$ cat src/rtl/pcie_tx_arbiter.sv
`timescale 1ns/1ps
// Round-robin, packet-locked arbiter merging two TRN Tx TLP sources onto the core's 64-bit Tx link.
// Latency: one registered grant cycle after the request, then beats pass through combinationally.
// Backpressure: core trn_tdst_rdy_n reaches only the granted port; the other port sees not-ready.
module pcie_tx_arbiter #(
   parameter int AV_BIT0   = 2,
   parameter int AV_BIT1   = 1,
   parameter int MAX_BEATS = 32,
   parameter int CNT_W     = 16
) (
   input  logic             clk,
   input  logic             trn_reset_n,
   input  logic [63:0]      req0_td,
   input  logic [7:0]       req0_rem_n,
   input  logic             req0_sof_n,
   input  logic             req0_eof_n,
   input  logic             req0_src_rdy_n,
   output logic             req0_dst_rdy_n,
   input  logic [63:0]      req1_td,
   input  logic [7:0]       req1_rem_n,
   input  logic             req1_sof_n,
   input  logic             req1_eof_n,
   input  logic             req1_src_rdy_n,
   output logic             req1_dst_rdy_n,
   output logic [63:0]      trn_td,
   output logic [7:0]       trn_trem_n,
   output logic             trn_tsof_n,
   output logic             trn_teof_n,
   output logic             trn_tsrc_rdy_n,
   output logic             trn_tsrc_dsc_n,
   input  logic             trn_tdst_rdy_n,
   input  logic [3:0]       trn_tbuf_av,
   output logic [CNT_W-1:0] tlp_cnt0,
   output logic [CNT_W-1:0] tlp_cnt1,
   output logic             err,
   input  logic             err_clr
);

   localparam int              BC_W    = $clog2(MAX_BEATS + 1);
   localparam logic [BC_W-1:0] BC_MAX  = BC_W'(MAX_BEATS);
   localparam logic [BC_W-1:0] BC_LAST = BC_W'(MAX_BEATS - 1);

   typedef enum logic [1:0] {IDLE = 2'd0, GRANT0 = 2'd1, GRANT1 = 2'd2} state_t;

   state_t          state;
   logic            last;
   logic [BC_W-1:0] beat_cnt;
   logic            elig0;
   logic            elig1;
   logic            xfer;
   logic            tlp_end;
   logic            sof_err;
   logic            len_err;
   logic            unused_av;

   // Credit is only consulted here, at TLP start; a mid-packet drop cannot break the lock.
   assign elig0     = ~req0_src_rdy_n & ~req0_sof_n & trn_tbuf_av[AV_BIT0];
   assign elig1     = ~req1_src_rdy_n & ~req1_sof_n & trn_tbuf_av[AV_BIT1];
   assign unused_av = ^trn_tbuf_av;

   // Route the granted port to the core; everything idles outside a grant.
   always_comb begin
      trn_td         = '0;
      trn_trem_n     = 8'h00;
      trn_tsof_n     = 1'b1;
      trn_teof_n     = 1'b1;
      trn_tsrc_rdy_n = 1'b1;
      req0_dst_rdy_n = 1'b1;
      req1_dst_rdy_n = 1'b1;
      case (state)
         GRANT0: begin
            trn_td         = req0_td;
            trn_trem_n     = req0_rem_n;
            trn_tsof_n     = req0_sof_n;
            trn_teof_n     = req0_eof_n;
            trn_tsrc_rdy_n = req0_src_rdy_n;
            req0_dst_rdy_n = trn_tdst_rdy_n;
         end
         GRANT1: begin
            trn_td         = req1_td;
            trn_trem_n     = req1_rem_n;
            trn_tsof_n     = req1_sof_n;
            trn_teof_n     = req1_eof_n;
            trn_tsrc_rdy_n = req1_src_rdy_n;
            req1_dst_rdy_n = trn_tdst_rdy_n;
         end
         default: ;
      endcase
   end

   assign trn_tsrc_dsc_n = 1'b1;
   assign xfer           = ~trn_tsrc_rdy_n & ~trn_tdst_rdy_n;
   assign tlp_end        = xfer & ~trn_teof_n;
   // A second SOF inside a packet, or a packet that reaches MAX_BEATS without ending.
   assign sof_err        = xfer & ~trn_tsof_n & (beat_cnt != '0);
   assign len_err        = xfer & trn_teof_n & (beat_cnt == BC_LAST);

   // Grant FSM: pick a port in IDLE, hold it until its EOF beat transfers.
   always_ff @(posedge clk or negedge trn_reset_n) begin
      if (!trn_reset_n) begin
         state    <= IDLE;
         last     <= 1'b1;
         beat_cnt <= '0;
         tlp_cnt0 <= '0;
         tlp_cnt1 <= '0;
      end else begin
         case (state)
            IDLE: begin
               if (elig0 && (!elig1 || last)) begin
                  state <= GRANT0;
               end else if (elig1) begin
                  state <= GRANT1;
               end
            end
            GRANT0, GRANT1: begin
               if (tlp_end) begin
                  state    <= IDLE;
                  last     <= (state == GRANT1);
                  beat_cnt <= '0;
                  if (state == GRANT1) begin
                     tlp_cnt1 <= tlp_cnt1 + 1'b1;
                  end else begin
                     tlp_cnt0 <= tlp_cnt0 + 1'b1;
                  end
               end else if (xfer && (beat_cnt != BC_MAX)) begin
                  // Saturate so an over-long packet cannot wrap back to zero.
                  beat_cnt <= beat_cnt + 1'b1;
               end
            end
            default: state <= IDLE;
         endcase
      end
   end

   // Sticky framing error; a new error in the same cycle as a clear wins.
   always_ff @(posedge clk or negedge trn_reset_n) begin
      if (!trn_reset_n) begin
         err <= 1'b0;
      end else begin
         err <= (err & ~err_clr) | sof_err | len_err;
      end
   end

endmodule

$ cat config.mk
export PLATFORM = sky130hd
export DESIGN_NAME = pcie_tx_arbiter
export DESIGN_NICKNAME = d
export VERILOG_FILES = /design/src/rtl/pcie_tx_arbiter.sv
export SDC_FILE = /design/constraint.sdc
export NUM_CORES = 1
export LEC_CHECK = 0
export BUFFER_PORTS_ARGS = -buffer_cell sky130_fd_sc_hd__buf_4
export CAP_MARGIN = 10
export CELL_PAD_IN_SITES_DETAIL_PLACEMENT = 1
export CELL_PAD_IN_SITES_GLOBAL_PLACEMENT = 1
export CORE_ASPECT_RATIO = 1.4
export CORE_UTILIZATION = 29
export CTS_BUF_LIST = sky130_fd_sc_hd__clkbuf_4 sky130_fd_sc_hd__clkbuf_8
export DETAILED_ROUTE_END_ITERATION = 16
export GPL_ROUTABILITY_DRIVEN = 0
export GPL_TIMING_DRIVEN = 0
export PLACE_DENSITY_LB_ADDON = 0.1
export SYNTH_ARGS = -nofsm -noshare
export SYNTH_HDL_FRONTEND = slang
export SYNTH_SLANG_ARGS = --single-unit
$ cat constraint.sdc
create_clock -name clk -period 5.85 [get_ports clk]
set_clock_uncertainty 0.1 [all_clocks]
set_input_delay 1.17 -clock clk [delete_from_list [all_inputs] [get_ports clk]]
set_output_delay 1.17 -clock clk [all_outputs]
set_load 0.005 [all_outputs]
==> impl_results.md, run 1 <==
- Power Density: 297 nW/um2
- Yosys warns: 0
- Commonest non-fill, non-tap cell in the layout: buf_4
- Global-route wire length before repair: roughly 22 mm
- Maximum vdd drop: 0.000120 V
- Cts bufs inserted: 5
- Final worst path period share: between 60% and 70%
- Critical path class: flop to primary output
- Max_cap viols: 0
- Met3 WL post-DR: 968 um
- CTS root buf: clkbuf_8
- Slew Viols, Final: 0
- Yosys reg bits: 42
- Synth area leader: dfrtp_1
- Post-DP HPWL: about 12 mm
- First-pass DRT Iterations: 4
- Leak: approximately 2.6 nW
- Top Layer Used: met4
- Cts hold-fix bufs: 0
- DRT Wirelength: ~14 mm
- RSZ-0062 raised after global routing: false
- Final Hold Fails: 0
- Final Util: 50.5%
- Hold Path Class: flop to flop
- Initial antenna violation count: 0
- Max Clock Freq: between 0.2 and 0.3 GHz
- Resize count post-CTS: 0
- Met2 wire len: 7.47 mm
- Worst setup margin: 2.11 ns
- Required time worst endpoint: approximately 4.6 ns
- Vias: roughly 4000
- Status: completed
- Sum Neg Setup Slack: 0 ns
- H-tree levels: 2
- Sink Count: 42
- Post-Synthesis Cells: roughly 370
- Drt wl/cell: about 18 um
- Most used DFF post-synth: dfrtp_1
- Commonest cells after routing, fill and taps aside: 266 x buf_4, 73 x a22oi_1, 72 x nor2b_1, 41 x dfrtp_1, 24 x nand2_1
- CP top delay family: buffers and inverters
- Residual DRC: 0
- Seq/Total Area, Yosys: between 30% and 40%
- Post-synthesis async set-or-reset flop share: 100%
- Nets@finish: ~810
- I/O pin count: between 200 and 300
- Die X: 91.0 um
- CP bufs+invs: 5
- Die H: approximately 130 um
- Std-Cell Rows: 45
- Gr usage total: 24.4%
- Crit-path max FO: 10
- Post-synth top area share: between 30% and 40%
- DR vias/cell: 5.06
- Antenna diodes: 0
- Post-synth EDFFs: 0
- Slew HR: a little under two thirds
- Largest net degree at the start of global routing: 43
- Post-CTS Setup Repair Bufs: 0
- Largest cells by area after synthesis: dfrtp_1 32%, a22oi_1 17%, nor2b_1 14%, xnor2_1 6.3%, nand2_1 2.8%
- Post-layout min period: ~3.7 ns
- Core area: ~11000 um2
- Clock Latency Late Sink: about 0.3 ns
- Die area: about 12000 um2
- Worst Max-Slew Pin Slew: approximately 0.54 ns
- Total gr overflow: 0
- Power consumption: 1.62 mW
- Avg Inst Size Synth: between 8 and 9 um2
- Clock Path Buffers: 2
- Nature of the critical path endpoint: primary output
- Worst Path Arrival: 2.47 ns
- Final Setup Violations: 0
- Max incr delay on CP: around 0.4 ns
- Mapped Nets: 539
- Crit path launch type: flop
- Port-buffer cells: between 200 and 300
- Initial Utilization: between 20% and 30%
- Worst-path clk slew: around 0.080 ns
- Distinct cells, synth: 43
- Setup WS pre-CTS: roughly 2.4 ns
- Number of global-route vias before repair: between 4000 and 5000
- Cell area after synthesis: ~3200 um2
- Critical Path, Cell by Cell: inv_1 -> ha_1 -> buf_2 -> buf_2 -> buf_1 -> a22oi_1 -> nor2b_1 -> buf_4
- Top cell by count, worst path: buf_2
- Final ANT Viol Nets: 0
- Share of cells above drive strength 1: ~44%
- Initial drt markers: roughly 120
- Met1 WL: 5.34 mm
- CTS tree: built
- Area growth from synthesis to layout: 69.8%
- Critical path's slowest cell: dfrtp_1
[final cells by class]
class	count	area, um2
fillers	1358	5350
multi-input cells	293	2000
repair buffers	265	1990
flip-flops and latches	42	1050
well taps	141	176
plain buffers	30	129
clock buffers	5	68.8
inverters	9	33.8
clock inverters	2	10.0
[logic make-up after synthesis]
family                     count (synthesis)  share of synthesized area (%)
buffers and inverters                     39                           5.06
other                                      1                          0.117
muxes                                      1                          0.350
adders and majority gates                  7                           2.72
xor gates and xnor gates                  30                           8.17
DFF                                       42                           32.7
AOI/OAI and AO/OA                         95                           21.5
and+or+nand+nor                          159                           29.4
[report_power, final]
group / internal (mW) / leakage [nW] / switching (mW)
Sequential: 0.326 / 0.565 / 0.0385
Combinational: 0.525 / 2.00 / 0.554
Clock: 0.0802 / 0.0438 / 0.102
[worst register-to-register path, stage by stage (launching register included)]
cell and delay [ns]:
dfrtp_1 0.39, inv_1 0.09, ha_1 0.39, nand4b_2 0.37, nor3_4 0.47, and3_1 0.23, xor2_1 0.15
[path summary, 6_finish.rpt]
check,cells after the start,startpoint,slack [ns],to
max in group asynchronous,1,trn_reset_n,4.53,last$_DFFE_PN1P_
worst min-delay path,1,tlp_cnt1[15]$_DFFE_PN0P_,0.38,tlp_cnt1[15]$_DFFE_PN0P_
worst max register to register,6,state[1]$_DFFE_PN0P_,3.60,tlp_cnt0[5]$_DFFE_PN0P_
min in group asynchronous,1,trn_reset_n,0.75,tlp_cnt0[7]$_DFFE_PN0P_
worst max-delay path,8,state[0]$_DFFE_PN0P_,2.11,trn_td[41]
worst min register to register,1,tlp_cnt1[15]$_DFFE_PN0P_,0.38,tlp_cnt1[15]$_DFFE_PN0P_
[cell usage after synthesis, types with 5 or more instances]
cell and instances:
nand3_1 16, inv_1 8, nand4_1 10, ha_1 7
xor2_1 7, o21ai_0 11, nor2b_1 72, nand2_1 24
buf_1 5, xnor2_1 23, and3_1 11, dfrtp_1 41
nor2_1 5, a22oi_1 73, clkbuf_1 19
[metal layers]
metal	up-vias	global-route usage, %
li1	1886	-
met4	0	8.50
met5	-	0
met3	24	5.76
met1	1902	27.8
met2	167	44.3
[registers in the layout, indices dropped and copies added, names as in the netlist]
name / flops
beat_cnt: 6
err: 1
tlp_cnt1: 16
tlp_cnt0: 16
last: 1
state: 2
[per-stage QoR]
step / std cells / hold WS (ns) / cell area, um2
after floorplan: 374 / 0.347 / 3220
after global placement: 780 / 0.363 / 5380
after detailed placement: 780 / 0.371 / 5380
after CTS: 787 / 0.383 / 5460
after global routing: 787 / 0.407 / 5460
final: 787 / 0.377 / 5460
Note: power is estimated with default switching activity, not from simulation.
==> inputs of run 2 (changes only) <==
--- a/config.mk
+++ b/config.mk
@@ -10,7 +10,7 @@
 export CELL_PAD_IN_SITES_DETAIL_PLACEMENT = 1
 export CELL_PAD_IN_SITES_GLOBAL_PLACEMENT = 1
 export CORE_ASPECT_RATIO = 1.4
-export CORE_UTILIZATION = 29
+export CORE_UTILIZATION = 24
 export CTS_BUF_LIST = sky130_fd_sc_hd__clkbuf_4 sky130_fd_sc_hd__clkbuf_8
 export DETAILED_ROUTE_END_ITERATION = 16
 export GPL_ROUTABILITY_DRIVEN = 0
==> constraint.sdc (replaced) <==
create_clock -name clk -period 3 [get_ports clk]
set_clock_uncertainty 0.1 [all_clocks]
set_input_delay 0.6 -clock clk [delete_from_list [all_inputs] [get_ports clk]]
set_output_delay 0.6 -clock clk [all_outputs]
set_load 0.005 [all_outputs]
==> impl_results.md, run 2 (synthesis gave the netlist of run 1 again) <==
- Crit-path max FO: 10 (unchanged)
- Max_cap viols: 0 (unchanged)
- Nets@finish: 811 (unchanged)
- Die area: 13900 um2 (was 11500 um2)
- Flop pwr share: 20.8% (was 22.4%)
- Commonest non-fill, non-tap cell in the layout: buf_4 (unchanged)
- Sum Neg Setup Slack: 0 ns (unchanged)
- Initial drt markers: 97 (was 116)
- Worst-path clk slew: 0.09 ns (was 0.08 ns)
- CP bufs+invs: 4 (was 5)
- CTS root buf: clkbuf_8 (unchanged)
- Port-buffer cells: 265 (unchanged)
- DRT Wirelength: 15.3 mm (was 14.2 mm)
- Sw frac: 40.5% (was 42.7%)
- Hold Path Class: primary input to async pin (was flop to flop)
- Gr usage total: 22.0% (was 24.4%)
- Post-CTS Setup Repair Bufs: 0 (unchanged)
- H-tree levels: 2 (unchanged)
- Min Hold Slack: 0.166 ns (was 0.377 ns)
- Die X: 99.8 um (was 91.0 um)
- CP top delay family: buffers and inverters (unchanged)
- Crit path launch type: flop (unchanged)
- Slew HR: 62.2% (was 63.7%)
- Slew Viols, Final: 0 (unchanged)
- Cts bufs inserted: 5 (unchanged)
- Reg2Reg Setup Slack: 0.78 ns (was 3.60 ns)
- Area growth from synthesis to layout: 73.9% (was 69.8%)
- Commonest cells after routing, fill and taps aside: 266 x buf_4, 73 x a22oi_1, 72 x nor2b_1, 41 x dfrtp_1, 24 x nand2_1 (unchanged)
- Initial Utilization: 24.9% (was 29.8%)
- Final Setup Violations: 0 (unchanged)
- Max Clock Freq: 0.353 GHz
- Residual DRC: 0 (unchanged)
- First-pass DRT Iterations: 4 (unchanged)
- Final worst path period share: between 90% and 100%
- Leak: 2.68 nW (was 2.61 nW)
- Core area: 12900 um2 (was 10800 um2)
- Final ANT Viol Nets: 0 (unchanged)
- Required time worst endpoint: 2.30 ns (was 4.58 ns)
- Std-Cell Rows: 49 (was 45)
- Worst Max-Slew Pin Slew: 0.566 ns (was 0.544 ns)
- Sink Count: 42 (unchanged)
- Critical Path, Cell by Cell: inv_1 -> ha_1 -> clkbuf_2 -> clkbuf_1 -> a22oi_1 -> nor2b_1 -> buf_4 (was inv_1 -> ha_1 -> buf_2 -> buf_2 -> buf_1 -> a22oi_1 -> nor2b_1 -> buf_4)
- Largest registers: tlp_cnt0 (16), tlp_cnt1 (16), beat_cnt (6) (unchanged)
- Initial antenna violation count: 0 (unchanged)
- Critical R2R Launch: state[1]$_DFFE_PN0P_ (unchanged)
- Vias: 3955 (was 3979)
- Post-layout min period: 2.83 ns
- Global-route wire length before repair: 23.6 mm (was 22.1 mm)
- Critical path's slowest cell: dfrtp_1 (unchanged)
- Worst Path Arrival: 2.13 ns (was 2.47 ns)
- Post-DP HPWL: 12.9 mm (was 12.0 mm)
- Nature of the critical path endpoint: primary output (unchanged)
- CTS tree: built (unchanged)
- Clock power frac: 16.7% (was 11.2%)
- Die H: 139 um (was 127 um)
- Number of global-route vias before repair: 4293 (was 4149)
- Clock Path Buffers: 2 (unchanged)
- Share of cells above drive strength 1: 46.1% (was 44.1%)
- Max incr delay on CP: 0.42 ns (was 0.40 ns)
- Drt wl/cell: 18.5 um (was 18.0 um)
- I/O pin count: 269 (unchanged)
- Largest net degree at the start of global routing: 43 (unchanged)
- Maximum vdd drop: 0.000223 V (was 0.000120 V)
- Critical path class: flop to primary output (unchanged)
- Power Density: 612 nW/um2 (was 297 nW/um2)
- R2r endpoint: tlp_cnt1[8]$_DFFE_PN0P_ (was tlp_cnt0[5]$_DFFE_PN0P_)
- Antenna diodes: 0 (unchanged)
- Total gr overflow: 0 (unchanged)
- Combinational fraction of design power: 62.5% (was 66.4%)
- FF-to-FF path depth: 7 (was 6)
- Status: completed (unchanged)
- Clock Latency Late Sink: 0.30 ns (about the same)
- Int Pwr: 2.04 mW (was 0.931 mW)
- Final Hold Fails: 0 (unchanged)
- Switch Pwr: 1.39 mW (was 0.694 mW)
- DR vias/cell: 4.79 (was 5.06)
[run 2: cell types whose count changed in the layout (fill, tap and decap cells not counted)]
| cell | before | now |
|---|---|---|
| clkbuf_1 | 19 | 12 |
| clkbuf_2 | 0 | 9 |
| clkinv_2 | 2 | 0 |
| clkbuf_4 | 0 | 3 |
| buf_1 | 5 | 0 |
| clkbuf_8 | 5 | 6 |
| bufinv_16 | 0 | 2 |
[run 2: routing by layer]
metal  wire [um]  GRT usage [%]  up-vias
li1            -              -     1883
met1        5510           23.2     1889
met2        8290           41.5      169
met3        1250           7.21       14
met4         192           4.95        0
met5           0              0        -
[run 2: how the worst max path moves through the flow]
stage	from	end	slack (ns)	cells after the start
after floorplan	state[0]$_DFFE_PN0P_	trn_td[49]	0.82	7
after global placement	state[0]$_DFFE_PN0P_	trn_td[39]	0.21	8
after detailed placement	state[1]$_DFFE_PN0P_	trn_trem_n[4]	0.18	7
after CTS	state[0]$_DFFE_PN0P_	trn_td[38]	0.04	8
after global routing	state[1]$_DFFE_PN0P_	trn_td[25]	-0.003	7
final	state[1]$_DFFE_PN0P_	trn_td[57]	0.17	7
[run 2: area by class of cell]
type	instances	area [um2]
Tap cell	178	223
Timing Repair Buffer	265	1990
Buffer	30	151
Sequential cell	42	1050
Inverter	9	33.8
Clock inverter	2	60.1
Clock buffer	6	82.6
Fill cell	1569	7340
Multi-Input combinational cell	293	2000
[run 2: timing repair]
item	in CTS	in global routing
endpoints found under the setup margin	70	56
gates resized for setup	6	13
hold buffers	0	0
[run 2: metrics by stage]
| step | instances | area [um2] | util (%) | setup WS (ns) | power (mW) |
|---|---|---|---|---|---|
| 5_1_grt | 825 | 5590 | 43.2 | -0.00295 | 3.68 |
| 2_1_floorplan | 374 | 3220 | - | 0.823 | 1.88 |
| 6_report | 825 | 5590 | 43.2 | 0.167 | 3.42 |
| 3_3_place_gp | 817 | 5430 | 42.0 | 0.215 | 2.80 |
| 3_5_place_dp | 817 | 5430 | 42.0 | 0.178 | 2.86 |
| 4_1_cts | 825 | 5580 | 43.1 | 0.0352 | 3.45 |
[run 2: power by group through the flow]
stage          clock (mW)  sequential (mW)  combinational [mW]
2_1_floorplan           0            0.704                1.17
3_3_place_gp            0            0.718                2.08
3_5_place_dp            0            0.722                2.14
4_1_cts             0.581            0.714                2.16
5_1_grt             0.598            0.730                2.35
6_report            0.571            0.714                2.14
